===== config.mk =====
export PLATFORM = sky130hd
export DESIGN_NAME = bus_mailbox
export DESIGN_NICKNAME = d
export VERILOG_FILES = /design/src/rtl/bus_mailbox_pkg.sv /design/src/rtl/bus_mailbox_fifo_sync.sv /design/src/rtl/bus_mailbox.sv
export SDC_FILE = /design/constraint.sdc
export NUM_CORES = 1
export LEC_CHECK = 0
export ABC_CLOCK_PERIOD_IN_PS = 5600
export CORE_AREA = 2 2 350 352
export CTS_BUF_LIST = sky130_fd_sc_hd__clkbuf_4 sky130_fd_sc_hd__clkbuf_8
export CTS_CLUSTER_DIAMETER = 30
export DETAILED_ROUTE_END_ITERATION = 6
export DIE_AREA = 0 0 352 354
export PLACE_DENSITY = 0.57
export SYNTH_ARGS = -nofsm -noshare
export SYNTH_HDL_FRONTEND = slang
export SYNTH_SLANG_ARGS = --single-unit

===== constraint.sdc =====
create_clock -name clock -period 5.6 [get_ports clock]
set_clock_uncertainty 0.15 [all_clocks]
set_input_delay 1.12 -clock clock [delete_from_list [all_inputs] [get_ports clock]]
set_output_delay 1.12 -clock clock [all_outputs]
set_load 0.005 [all_outputs]

===== src/rtl/bus_mailbox_pkg.sv =====
// Register map, bit positions and read-handshake state type for bus_mailbox.
// Latency: n/a (constants and types only).
// Backpressure: n/a.
package bus_mailbox_pkg;

  // Word offsets on the core bus
  localparam logic [1:0] REG_DATA   = 2'd0;
  localparam logic [1:0] REG_STATUS = 2'd1;
  localparam logic [1:0] REG_IE     = 2'd2;
  localparam logic [1:0] REG_CTRL   = 2'd3;

  // STATUS fields
  localparam int ST_RX_NONEMPTY = 0;
  localparam int ST_TX_NONFULL  = 1;
  localparam int ST_TX_OVERFLOW = 2;
  localparam int ST_RX_UNDERFLOW = 3;
  localparam int ST_RX_CNT_LSB  = 8;
  localparam int ST_TX_CNT_LSB  = 16;

  // IE fields
  localparam int IE_RX_NONEMPTY = 0;
  localparam int IE_TX_EMPTY    = 1;

  // CTRL fields
  localparam int CTRL_FLUSH_RX = 0;
  localparam int CTRL_FLUSH_TX = 1;

  // Read handshake: IDLE accepts a read (wait state), RESP presents readdata
  typedef enum logic {
    RD_IDLE = 1'b0,
    RD_RESP = 1'b1
  } rd_state_e;

endpackage


===== src/rtl/bus_mailbox_fifo_sync.sv =====
// Synchronous FIFO with first-word-fall-through head, used for the TX and RX paths.
// Latency: push visible at rdata/count one cycle later; rdata is combinational from storage.
// Backpressure: push ignored when full, pop ignored when empty; flush overrides both.
//
// Ports: push/wdata write side, pop consumes head, flush clears pointers and count
// (storage untouched), rdata = head, count/full/empty from registered state.
module fifo_sync #(
  parameter int WIDTH = 32,
  parameter int DEPTH = 16
) (
  input  logic                     clock,
  input  logic                     reset_n,
  input  logic                     push,
  input  logic [WIDTH-1:0]         wdata,
  input  logic                     pop,
  input  logic                     flush,
  output logic [WIDTH-1:0]         rdata,
  output logic [$clog2(DEPTH):0]   count,
  output logic                     full,
  output logic                     empty
);

  localparam int AW = $clog2(DEPTH);

  logic [WIDTH-1:0] mem [DEPTH];
  logic [AW-1:0]    wr_ptr;
  logic [AW-1:0]    rd_ptr;
  logic             do_push;
  logic             do_pop;

  // Full/empty come from the count held at the start of the cycle
  assign full    = (count == (AW+1)'(DEPTH));
  assign empty   = (count == '0);
  assign do_push = push & ~full;
  assign do_pop  = pop & ~empty;
  assign rdata   = mem[rd_ptr];

  // Storage has no reset; flush only rewinds the pointers
  always_ff @(posedge clock) begin
    if (do_push && !flush) begin
      mem[wr_ptr] <= wdata;
    end
  end

  always_ff @(posedge clock or negedge reset_n) begin
    if (!reset_n) begin
      wr_ptr <= '0;
      rd_ptr <= '0;
      count  <= '0;
    end else if (flush) begin
      wr_ptr <= '0;
      rd_ptr <= '0;
      count  <= '0;
    end else begin
      if (do_push) wr_ptr <= wr_ptr + AW'(1);
      if (do_pop)  rd_ptr <= rd_ptr + AW'(1);
      case ({do_push, do_pop})
        2'b10:   count <= count + (AW+1)'(1);
        2'b01:   count <= count - (AW+1)'(1);
        default: count <= count;
      endcase
    end
  end

endmodule


===== src/rtl/bus_mailbox.sv =====
// Core-bus mailbox bridging register accesses to a TX (out) and RX (in) valid/ready stream.
// Latency: reads take one wait state; writes complete with zero wait states.
// Backpressure: in_ready = RX not full; BUS_MAILBOX_BLOCKING_EN stalls DATA accesses on full/empty.
//
// Ports: clock/reset_n; address/writedata/readdata/read/write/waitrequest bus slave;
// irq level interrupt; out_* TX stream source; in_* RX stream sink.
// Build option: define BUS_MAILBOX_BLOCKING_EN to stall instead of flagging overflow/underflow.
module bus_mailbox
  import bus_mailbox_pkg::*;
#(
  parameter int WIDTHD = 32,
  parameter int DEPTH  = 16
) (
  input  logic              clock,
  input  logic              reset_n,
  input  logic [1:0]        address,
  input  logic [WIDTHD-1:0] writedata,
  output logic [WIDTHD-1:0] readdata,
  input  logic              read,
  input  logic              write,
  output logic              waitrequest,
  output logic              irq,
  output logic [WIDTHD-1:0] out_data,
  output logic              out_valid,
  input  logic              out_ready,
  input  logic [WIDTHD-1:0] in_data,
  input  logic              in_valid,
  output logic              in_ready
);

  localparam int CW = $clog2(DEPTH) + 1;

  rd_state_e         state_q, state_d;
  logic [WIDTHD-1:0] readdata_q;
  logic [WIDTHD-1:0] rd_word;
  logic [31:0]       status_word;
  logic              tx_ovf_q, rx_udf_q;
  logic [1:0]        ie_q;

  logic              rd_capture, rd_wait, rd_block, wr_block, wr_fire;
  logic              tx_push, tx_pop, tx_flush, tx_full, tx_empty;
  logic              rx_push, rx_pop, rx_flush, rx_full, rx_empty;
  logic [CW-1:0]     tx_count, rx_count;
  logic [WIDTHD-1:0] rx_rdata;

  // DATA accesses that cannot proceed: stalled in the blocking build, never otherwise
`ifdef BUS_MAILBOX_BLOCKING_EN
  assign rd_block = (address == REG_DATA) & rx_empty;
  assign wr_block = (address == REG_DATA) & tx_full;
`else
  assign rd_block = 1'b0;
  assign wr_block = 1'b0;
`endif

  // Read handshake; RESP is the completion cycle, so a held read pops only once
  always_comb begin
    state_d    = state_q;
    rd_capture = 1'b0;
    rd_wait    = 1'b0;
    case (state_q)
      RD_IDLE: begin
        if (read) begin
          rd_wait = 1'b1;
          if (!rd_block) begin
            rd_capture = 1'b1;
            state_d    = RD_RESP;
          end
        end
      end
      RD_RESP: state_d = RD_IDLE;
      default: state_d = RD_IDLE;
    endcase
  end

  // Reads take priority over a simultaneous write strobe
  assign wr_fire     = write & ~read & ~wr_block;
  assign waitrequest = rd_wait | (write & ~read & wr_block);

  assign tx_push  = wr_fire & (address == REG_DATA);
  assign tx_pop   = out_valid & out_ready;
  assign tx_flush = wr_fire & (address == REG_CTRL) & writedata[CTRL_FLUSH_TX];
  assign rx_push  = in_valid & in_ready;
  assign rx_pop   = rd_capture & (address == REG_DATA);
  assign rx_flush = wr_fire & (address == REG_CTRL) & writedata[CTRL_FLUSH_RX];

  always_comb begin
    status_word                            = '0;
    status_word[ST_RX_NONEMPTY]            = ~rx_empty;
    status_word[ST_TX_NONFULL]             = ~tx_full;
    status_word[ST_TX_OVERFLOW]            = tx_ovf_q;
    status_word[ST_RX_UNDERFLOW]           = rx_udf_q;
    status_word[ST_RX_CNT_LSB +: 8]        = 8'(rx_count);
    status_word[ST_TX_CNT_LSB +: 8]        = 8'(tx_count);
  end

  always_comb begin
    rd_word = '0;
    case (address)
      REG_DATA:   rd_word = rx_empty ? '0 : rx_rdata;
      REG_STATUS: rd_word = WIDTHD'(status_word);
      REG_IE: begin
        rd_word[IE_RX_NONEMPTY] = ie_q[IE_RX_NONEMPTY];
        rd_word[IE_TX_EMPTY]    = ie_q[IE_TX_EMPTY];
      end
      default:    rd_word = '0;
    endcase
  end

  always_ff @(posedge clock or negedge reset_n) begin
    if (!reset_n) begin
      state_q    <= RD_IDLE;
      readdata_q <= '0;
      tx_ovf_q   <= 1'b0;
      rx_udf_q   <= 1'b0;
      ie_q       <= '0;
    end else begin
      state_q <= state_d;
      if (rd_capture) readdata_q <= rd_word;
      if (wr_fire && address == REG_IE) begin
        ie_q <= writedata[1:0];
      end
      if (wr_fire && address == REG_STATUS && writedata[ST_TX_OVERFLOW]) tx_ovf_q <= 1'b0;
      if (wr_fire && address == REG_STATUS && writedata[ST_RX_UNDERFLOW]) rx_udf_q <= 1'b0;
`ifndef BUS_MAILBOX_BLOCKING_EN
      if (tx_push && tx_full) tx_ovf_q <= 1'b1;
      if (rx_pop && rx_empty) rx_udf_q <= 1'b1;
`endif
    end
  end

  assign readdata  = readdata_q;
  assign out_valid = ~tx_empty;
  assign in_ready  = ~rx_full;
  assign irq       = (ie_q[IE_RX_NONEMPTY] & ~rx_empty) | (ie_q[IE_TX_EMPTY] & tx_empty);

  fifo_sync #(.WIDTH(WIDTHD), .DEPTH(DEPTH)) u_tx_fifo (
    .clock   (clock),
    .reset_n (reset_n),
    .push    (tx_push),
    .wdata   (writedata),
    .pop     (tx_pop),
    .flush   (tx_flush),
    .rdata   (out_data),
    .count   (tx_count),
    .full    (tx_full),
    .empty   (tx_empty)
  );

  fifo_sync #(.WIDTH(WIDTHD), .DEPTH(DEPTH)) u_rx_fifo (
    .clock   (clock),
    .reset_n (reset_n),
    .push    (rx_push),
    .wdata   (in_data),
    .pop     (rx_pop),
    .flush   (rx_flush),
    .rdata   (rx_rdata),
    .count   (rx_count),
    .full    (rx_full),
    .empty   (rx_empty)
  );

endmodule


==> flow_summary.yaml, run 1 <==
clock_tree:
  clk_transition_reported_paths_ns: 0.06
  clockBufferDepth: 3
  cts_resized: 0
  cts_sinks: 1087
  holdBufCountCts: 0
  post_cts_buffers: 0
  cts-buffers-inserted: 205
  tritoncts: "yes"
  clk_latency_ns: 0.85
  cts-root-buf: "clkbuf_8"
  htree_levels: 4
critical_path:
  worst_r2r_path_depth: 4
  start_kind: "register"
  cp-end-kind: "output port"
  worstSetupPathType: "reg -> out"
  arrival_ns: 3.55
  worstPathRequired_ns: 4.33
  crit_path_max_fanout: 49
final_layout:
  mostFrequentLayoutCells: "edfxtp_1 (1024), mux4_2 (287), clkbuf_8 (219)"
  fill_cells: 10500
  multi_input_area_um2: 9230
  fin_nets: 2209
  final-seq-area_um2: 32300
  drive_above_1_share_pct: 32.5
  syn2layout_area_growth_pct: 19.4
  layout_commonest_cell: "edfxtp_1"
  final_cell_area_um2: 50100
yosys:
  synthArstFlopShare_pct: 5.80
  yosysSeqAreaShare_pct: 77.0
  ys_top_cells_by_area: "edfxtp_1 (73%), mux4_2 (15%), dfrtp_1 (3.8%)"
  synthesis.instances: 1845
  ys_types: 62
  synth_edf_count: 1024
  yosysTopAreaCell: "edfxtp_1"
  synth_top_cell_area_share_pct: 73.3
  synth_nets: 1929
  synth-seq-cells: 1087
  yosysWarnings: 0
  synth_ff_type: "edfxtp_1"
  netlist_area_um2: 42000
  syn_avg_cell_area_um2: 22.7
pwr:
  vdd_drop_max_mv: 0.268
  power_mw: 23.6
  power_density_nw_per_um2: 471
  leakagePower_nw: 15.9
routing:
  wl_per_cell_um: 24.7
  drt_iter0_drc: 1952
  drcViolationCount: 0
  drt-total-wl_um: 97000
  final_antenna_net_count: 0
  num_vias: 19900
  dr.pass1.iters: 5
  via_per_inst: 5.06
timing:
  min_period_over_period_pct: 86.1
  grt_setup_unrepaired: "no"
  worst_slew_pin_slew_ns: 1.15
  relSlewSlack_pct: 23.2
  slew_violations: 0
  fmax_ghz: 0.207
  final.min_clock_period_ns: 4.82
  worst_slack_ns: 0.777
  whs_ns: 0.169
  fin_setup_tns_ns: 0
  setup_viol: 0
  hold_viol_final: 0
floorplanning:
  row_count: 128
  core-area_um2: 121000
  ioPinCount: 140
  die_width_um: 352
  initial_core_util_pct: 34.7
  die_h_um: 354
  die-area_um2: 125000
global_routing:
  grt_start_max_net_pins: 80
  grt_usage_pct: 15.5
  grt_overflow_total: 0
  grt_pass1_wl_um: 143000
  grt_pass1_vias: 21200
  antenna_found_initial: 11
run:
  drv_cap: 0
run_status:
  status: "finished clean"
placement:
  gp_congestion: 0.759
  dpl-instance-area_um2: 45400
  portBuffers: 139
  place_worst_setup_slack_ns: 0.912
  dpl.hpwl_um: 56500
min_path:
  hp-class: "in -> async"
==> per-layer routing <==
layer	vias up	wire (um)	GRT usage [%]
li1	8462	-	-
met1	10600	41100	20.7
met2	681	47400	25.1
met3	141	6280	3.69
met4	12	2170	5.24
met5	-	86	0
==> critical path, stage by stage (launching register included) <==
cell and delay (ns):
dfrtp_4 0.90, buf_12 0.34, mux4_2 0.42, mux4_2 0.50
clkdlybuf4s50_1 0.48
==> synthesized netlist by cell type, types with 5 or more instances <==
cell      number
xor2_1         5
mux2_2        14
nor2_1        23
ha_1          12
o221ai_1      18
mux4_2       287
nand3_1        7
edfxtp_1    1024
clkbuf_1      44
xnor2_1        6
o21ai_0        6
nor4_1         5
buf_2         45
and2_1        15
nand2_1       58
and3_1        10
a22oi_1       12
nand2b_1       7
buf_1         11
mux2i_1       63
a21oi_1        8
dfrtp_1       63
inv_1         15
nand4_1        5
o211ai_1      17
a211oi_1       5
==> logic make-up (layout without fill, tap and decap cells) <==
logic type	count (synthesis)	after routing	share of synthesized area (%)
AOI/OAI and AO/OA	93	93	1.81
muxes	364	364	17.3
and+or+nand+nor	160	160	2.07
xor gates and xnor gates	11	11	0.230
other	0	4	0
DFF	1087	1087	77.0
buffers and inverters	118	570	1.23
adders and majority gates	12	12	0.358
==> flip-flops by register name, summed over array words and instances (netlist names) <==
signal,flops
ie_q,2
state_q,1
u_rx_fifo.count,5
rx_udf_q,1
tx_ovf_q,1
u_tx_fifo.rd_ptr,4
u_rx_fifo.rd_ptr,4
u_tx_fifo.wr_ptr,4
u_rx_fifo.wr_ptr,4
u_tx_fifo.mem,512
u_tx_fifo.count,5
readdata,32
u_rx_fifo.mem,512
==> layout make-up <==
cell class                 count  share of cell area (%)
sequential                  1087                    64.6
tap                         1625                    4.06
timing repair buffer         175                    3.51
inverter                      16                   0.120
clock buffer                 267                    6.74
antenna                        4                  0.0200
multi-input combinational    640                    18.4
clock inverter               112                    2.57
==> path summary, 6_finish.rpt <==
kind	startpoint	endpoint	slack (ns)
setup / recovery	u_tx_fifo.rd_ptr[1]	out_data[21]	0.78
hold / removal	reset_n	readdata[4]	0.17
setup reg to reg	u_rx_fifo.count[1]	u_rx_fifo.mem[6][5]	2.28
hold reg to reg	readdata[24]	readdata[24]	0.35
max in group asynchronous	reset_n	u_tx_fifo.rd_ptr[1]	4.18
min in group clock	readdata[24]	readdata[24]	0.35
==> stage by stage <==
step	cells	util [%]
after CTS	3922	41.4
after global routing	3923	41.4
after detailed placement	3543	37.6
after global placement	3543	37.6
final	3926	41.4
after floorplan	1845	-
==> power by group <==
| part | switching (mW) | internal [mW] | total, mW |
|---|---|---|---|
| logic | 2.25 | 2.68 | 4.93 |
| clock network | 3.37 | 5.17 | 8.54 |
| registers | 0.687 | 9.45 | 10.1 |
| total | 6.30 | 17.3 | 23.6 |
No activity file was read; power rests on OpenSTA's default activity.
==> run 2, diff against run 1 <==
Settings changed: ABC_CLOCK_PERIOD_IN_PS 5600 to 5300, CTS_CLUSTER_DIAMETER 30 to not set.
Clock period 5.6 ns to 5.3 ns, I/O delays scaled along.
==> run 2 against run 1 <==
Effect of this change: final cell count fell by 0.87%; critical path depth did not move; largest power group unchanged; register-to-register slack got worse by 0.27 ns.
==> flow_summary.yaml, run 2 (synthesis gave the netlist of run 1 again) <==
run_status:
  status: "finished clean"
routing:
  drt-total-wl_um: 97100
  drcViolationCount: 0
  via_per_inst: 5.10
  final_antenna_net_count: 0
  num_vias: 19800
  drt_iter0_drc: 1600
  dr.pass1.iters: 5
  wl_per_cell_um: 25.0
timing:
  slew_violations: 0
  relSlewSlack_pct: 19.4
  worst_slew_pin_slew_ns: 1.20
  min_period_over_period_pct: 89.4
  fmax_ghz: 0.211
  setup_viol: 0
  final.min_clock_period_ns: 4.74
  whs_ns: 0.233
  grt_setup_unrepaired: "no"
  hold_viol_final: 0
  fin_setup_tns_ns: 0
clock_tree:
  clk_latency_ns: 0.83
  tritoncts: "yes"
  htree_levels: 4
  cts_resized: 0
  cts-root-buf: "clkbuf_8"
  clk_transition_reported_paths_ns: 0.06
  clockBufferDepth: 3
  holdBufCountCts: 0
  cts-buffers-inserted: 175
  post_cts_buffers: 0
  cts_sinks: 1087
final_layout:
  fin_nets: 2210
  drive_above_1_share_pct: 30.9
  mostFrequentLayoutCells: "edfxtp_1 (1024), mux4_2 (287), clkbuf_8 (189)"
  layout_commonest_cell: "edfxtp_1"
  syn2layout_area_growth_pct: 17.3
floorplanning:
  row_count: 128
  core-area_um2: 121000
  die_h_um: 354
  die_width_um: 352
  initial_core_util_pct: 34.7
  ioPinCount: 140
  die-area_um2: 125000
pwr:
  vdd_drop_max_mv: 0.249
  power_density_nw_per_um2: 470
  leakagePower_nw: 15.6
critical_path:
  start_kind: "register"
  crit_path_max_fanout: 27
  worstPathRequired_ns: 4.09
  r2r_slack_ns: 2.01
  crit_path_start: "u_tx_fifo.rd_ptr[0]"
  r2r-end: "u_rx_fifo.mem[3][11]"
  endpoint: "out_data[12]"
  worstSetupPathType: "reg -> out"
  arrival_ns: 3.53
  worst_r2r_path_depth: 5
  r2r_start: "u_rx_fifo.count[1]"
  cp-end-kind: "output port"
global_routing:
  grt_pass1_vias: 21000
  grt_pass1_wl_um: 143000
  grt_usage_pct: 15.6
  grt_overflow_total: 0
  antenna_found_initial: 11
  grt_start_max_net_pins: 72
run:
  drv_cap: 0
min_path:
  hp-class: "in -> async"
placement:
  portBuffers: 139
  dpl.hpwl_um: 57600
  gp_congestion: 0.766
[run 2: cell types whose count changed in the layout (fill, tap and decap cells not counted)]
cell	previous run	this run
clkbuf_8	219	189
buf_4	29	55
bufinv_16	26	6
clkinvlp_4	20	3
clkbuf_4	48	61
clkinv_1	28	41
clkinv_2	22	11
clkinv_4	8	0
buf_12	8	13
inv_6	7	3
inv_8	1	0
[run 2: final cells by class]
| cell class | instances | area [um2] |
|---|---|---|
| Antenna cell | 4 | 10.0 |
| Clock buffer | 250 | 3060 |
| Clock inverter | 64 | 438 |
| Fill cell | 10600 | 71700 |
| Inverter | 16 | 60.1 |
| Multi-Input combinational cell | 640 | 9230 |
| Sequential cell | 1087 | 32300 |
| Tap cell | 1625 | 2030 |
| Timing Repair Buffer | 206 | 2050 |
[run 2: worst min path at each step]
stage | depth (start not counted) | slack, ns | to | startpoint
finish | 1 | 0.23 | readdata[22] | reset_n
global route | 1 | 0.25 | readdata[22] | reset_n
global placement | 2 | 0.34 | readdata[24] | readdata[24]
floorplan | 1 | 0.31 | rx_udf_q | rx_udf_q
detailed placement | 2 | 0.34 | readdata[25] | readdata[25]
CTS | 1 | 0.22 | readdata[21] | reset_n
[run 2: metal layers]
metal | track usage [%] | vias to the layer above | share of wire, %
li1 | - | 8414 | -
met1 | 20.4 | 10600 | 42
met2 | 25.4 | 648 | 49
met3 | 4.07 | 142 | 6.7
met4 | 4.89 | 10 | 2.1
met5 | 0 | - | 0.051
[run 2: stage by stage]
stage          util, %  instance area [um2]  cells  worst slack [ns]  power (mW)
3_3_place_gp      37.8                45700   3574             0.917        16.2
4_1_cts           40.7                49200   3888             0.399        23.5
2_1_floorplan        -                42000   1845            -0.504        14.0
6_report          40.7                49200   3892             0.561        23.1
5_1_grt           40.7                49200   3889             0.327        24.2
3_5_place_dp      37.8                45700   3574             0.903        16.2
[run 2: worst max-delay path: stages, from the launching register on]
cell and delay, ns:
dfrtp_4 0.79, buf_12 0.30, mux4_2 0.55, mux4_2 0.53, clkdlybuf4s50_1 0.49
[run 2: where the power goes]
group          leakage (nW)  switching [mW]  total, mW  internal [mW]
Clock                  1.85            3.20       7.19           3.99
Sequential             10.0           0.758       10.7           9.98
Combinational          3.69            2.33       5.20           2.87
Total                  15.6            6.28       23.1           16.8
==> run 3, diff against run 2 <==
==> constraint.sdc (replaced) <==
create_clock -name clock -period 5.3 [get_ports clock]
set_clock_uncertainty 0.15 [all_clocks]
set_input_delay 1.325 -clock clock [delete_from_list [all_inputs] [get_ports clock]]
set_output_delay 1.325 -clock clock [all_outputs]
set_load 0.005 [all_outputs]
==> run 3 against run 2 <==
Effect of this change: setup slack worse by 0.28 ns; maximum frequency down 5.5%; power down 0.41%; critical endpoint is now out_data[31].
==> flow_summary.yaml, run 3 (synthesis gave the netlist of run 1 again) <==
timing:
  setup_viol: 0
  final.min_clock_period_ns: 5.02
  fmax_ghz: 0.199
  worst_slew_pin_slew_ns: 1.21
  relSlewSlack_pct: 18.9
  slew_violations: 0
  hold_viol_final: 0
  whs_ns: 0.362
  min_period_over_period_pct: 94.7
  grt_setup_unrepaired: "no"
pwr:
  leakagePower_nw: 15.6
  vdd_drop_max_mv: 0.293
  power_mw: 23.0
  power_density_nw_per_um2: 467
floorplanning:
  die_width_um: 352
  die-area_um2: 125000
  core-area_um2: 121000
  ioPinCount: 140
  initial_core_util_pct: 34.7
  die_h_um: 354
  row_count: 128
final_layout:
  syn2layout_area_growth_pct: 17.6
  drive_above_1_share_pct: 30.9
  utilization_pct: 40.8
  mostFrequentLayoutCells: "edfxtp_1 (1024), mux4_2 (287), clkbuf_8 (189)"
  fin_nets: 2207
  layout_commonest_cell: "edfxtp_1"
  fill_cells: 10600
  final_cell_area_um2: 49300
placement:
  dpl.hpwl_um: 54800
  portBuffers: 139
  gp_congestion: 0.769
  dpl-instance-area_um2: 45900
global_routing:
  grt_util_met3_pct: 3.68
  grt_pass1_vias: 21500
  top_usage_layer: "met2"
  grt_overflow_total: 0
  grt_pass1_wl_um: 142000
  grt_start_max_net_pins: 74
  antenna_found_initial: 14
  use_met2_pct: 25.5
  met1_usage_pct: 19.9
  grt_usage_pct: 15.4
min_path:
  hp-class: "reg -> reg"
critical_path:
  crit_path_start: "u_tx_fifo.rd_ptr[0]"
  r2r_slack_ns: 1.86
  arrival_ns: 3.54
  cp-end-kind: "output port"
  slowest_stage: "dfrtp_4"
  worstPathRequired_ns: 3.83
  start_kind: "register"
  slowest_delay_ns: 0.68
  r2r_start: "u_rx_fifo.count[1]"
  worst_r2r_path_depth: 9
  worst_path_most_repeated_cell: "mux4_2"
  crit_path_max_fanout: 16
  worstSetupPathType: "reg -> out"
  endpoint: "out_data[31]"
  cp_cell_sequence: "buf_4, mux4_2, mux4_2, clkdlybuf4s50_1"
  r2r-end: "u_rx_fifo.count[4]"
clock_tree:
  clk_latency_ns: 0.85
  clk_transition_reported_paths_ns: 0.06
  tritoncts: "yes"
  cts-buffers-inserted: 173
  cts-root-buf: "clkbuf_8"
  clockBufferDepth: 3
  htree_levels: 4
  cts_sinks: 1087
  cts_resized: 0
run_status:
  status: "finished clean"
routing:
  dr.pass1.iters: 6
  drt_iter0_drc: 1928
  wl_per_cell_um: 24.7
  drt-total-wl_um: 96000
  via_per_inst: 5.08
  drcViolationCount: 0
  num_vias: 19800
  final_antenna_net_count: 0
run:
  drv_cap: 0
-- run 3: cell count changes in the layout (fill, tap and decap cells not counted), sizes merged --
cell      change
clkbuf        -4
clkinv        +4
inv           +4
bufinv        -3
clkinvlp      +2
buf           -1
-- run 3: cell type report --
cell class,count,area [um2],area share [%]
repair buffers,205,2220,4.50
clock inverters,71,422,0.854
well taps,1625,2030,4.12
flip-flops and latches,1087,32300,65.5
multi-input cells,640,9230,18.7
diodes,4,10.0,0.0203
clock buffers,246,3030,6.14
inverters,16,60.1,0.122
-- run 3: worst max-delay path, delay by kind of cell, from the launching register on --
kind	cells	cell delay (ns)
buffers and inverters	2	0.90
DFF	1	0.68
muxes	2	1.10
-- run 3: layer usage --
metal  up-vias  share of wire (%)
li1       8422                  -
met1     10600                 41
met2       601                 50
met3       169                6.6
met4        18                2.5
met5         -               0.12
-- run 3: through the flow --
stage / setup WS, ns / setup TNS [ns] / cells
6_report: 0.283 / 0 / 3894
5_1_grt: 0.102 / 0 / 3891
4_1_cts: 0.140 / 0 / 3890
3_5_place_dp: 0.721 / 0 / 3572
3_3_place_gp: 0.692 / 0 / 3572
2_1_floorplan: -0.769 / -49.22 / 1845
-- run 3: repair_timing --
action,in CTS,in global routing
hold buffers,0,0
endpoints found under the hold margin,0,0
setup buffers,1,0
endpoints found under the setup margin,2,0
-- run 3: how the worst min path moves through the flow --
stage / to / start / cells after the start / slack (ns)
detailed placement: readdata[15] / readdata[15] / 2 / 0.34
global route: readdata[30] / reset_n / 1 / 0.37
CTS: readdata[30] / reset_n / 1 / 0.32
finish: readdata[7] / readdata[7] / 2 / 0.36
global placement: readdata[24] / readdata[24] / 2 / 0.35
floorplan: rx_udf_q / rx_udf_q / 1 / 0.31
-- run 3: report_power, final --
part           leakage, nW  switching, mW  total, mW  internal (mW)
Combinational         3.72           2.35       5.26           2.91
Clock                 1.82           3.23       7.06           3.83
Sequential            10.0          0.727       10.7           9.97
Total                 15.6           6.31       23.0           16.7
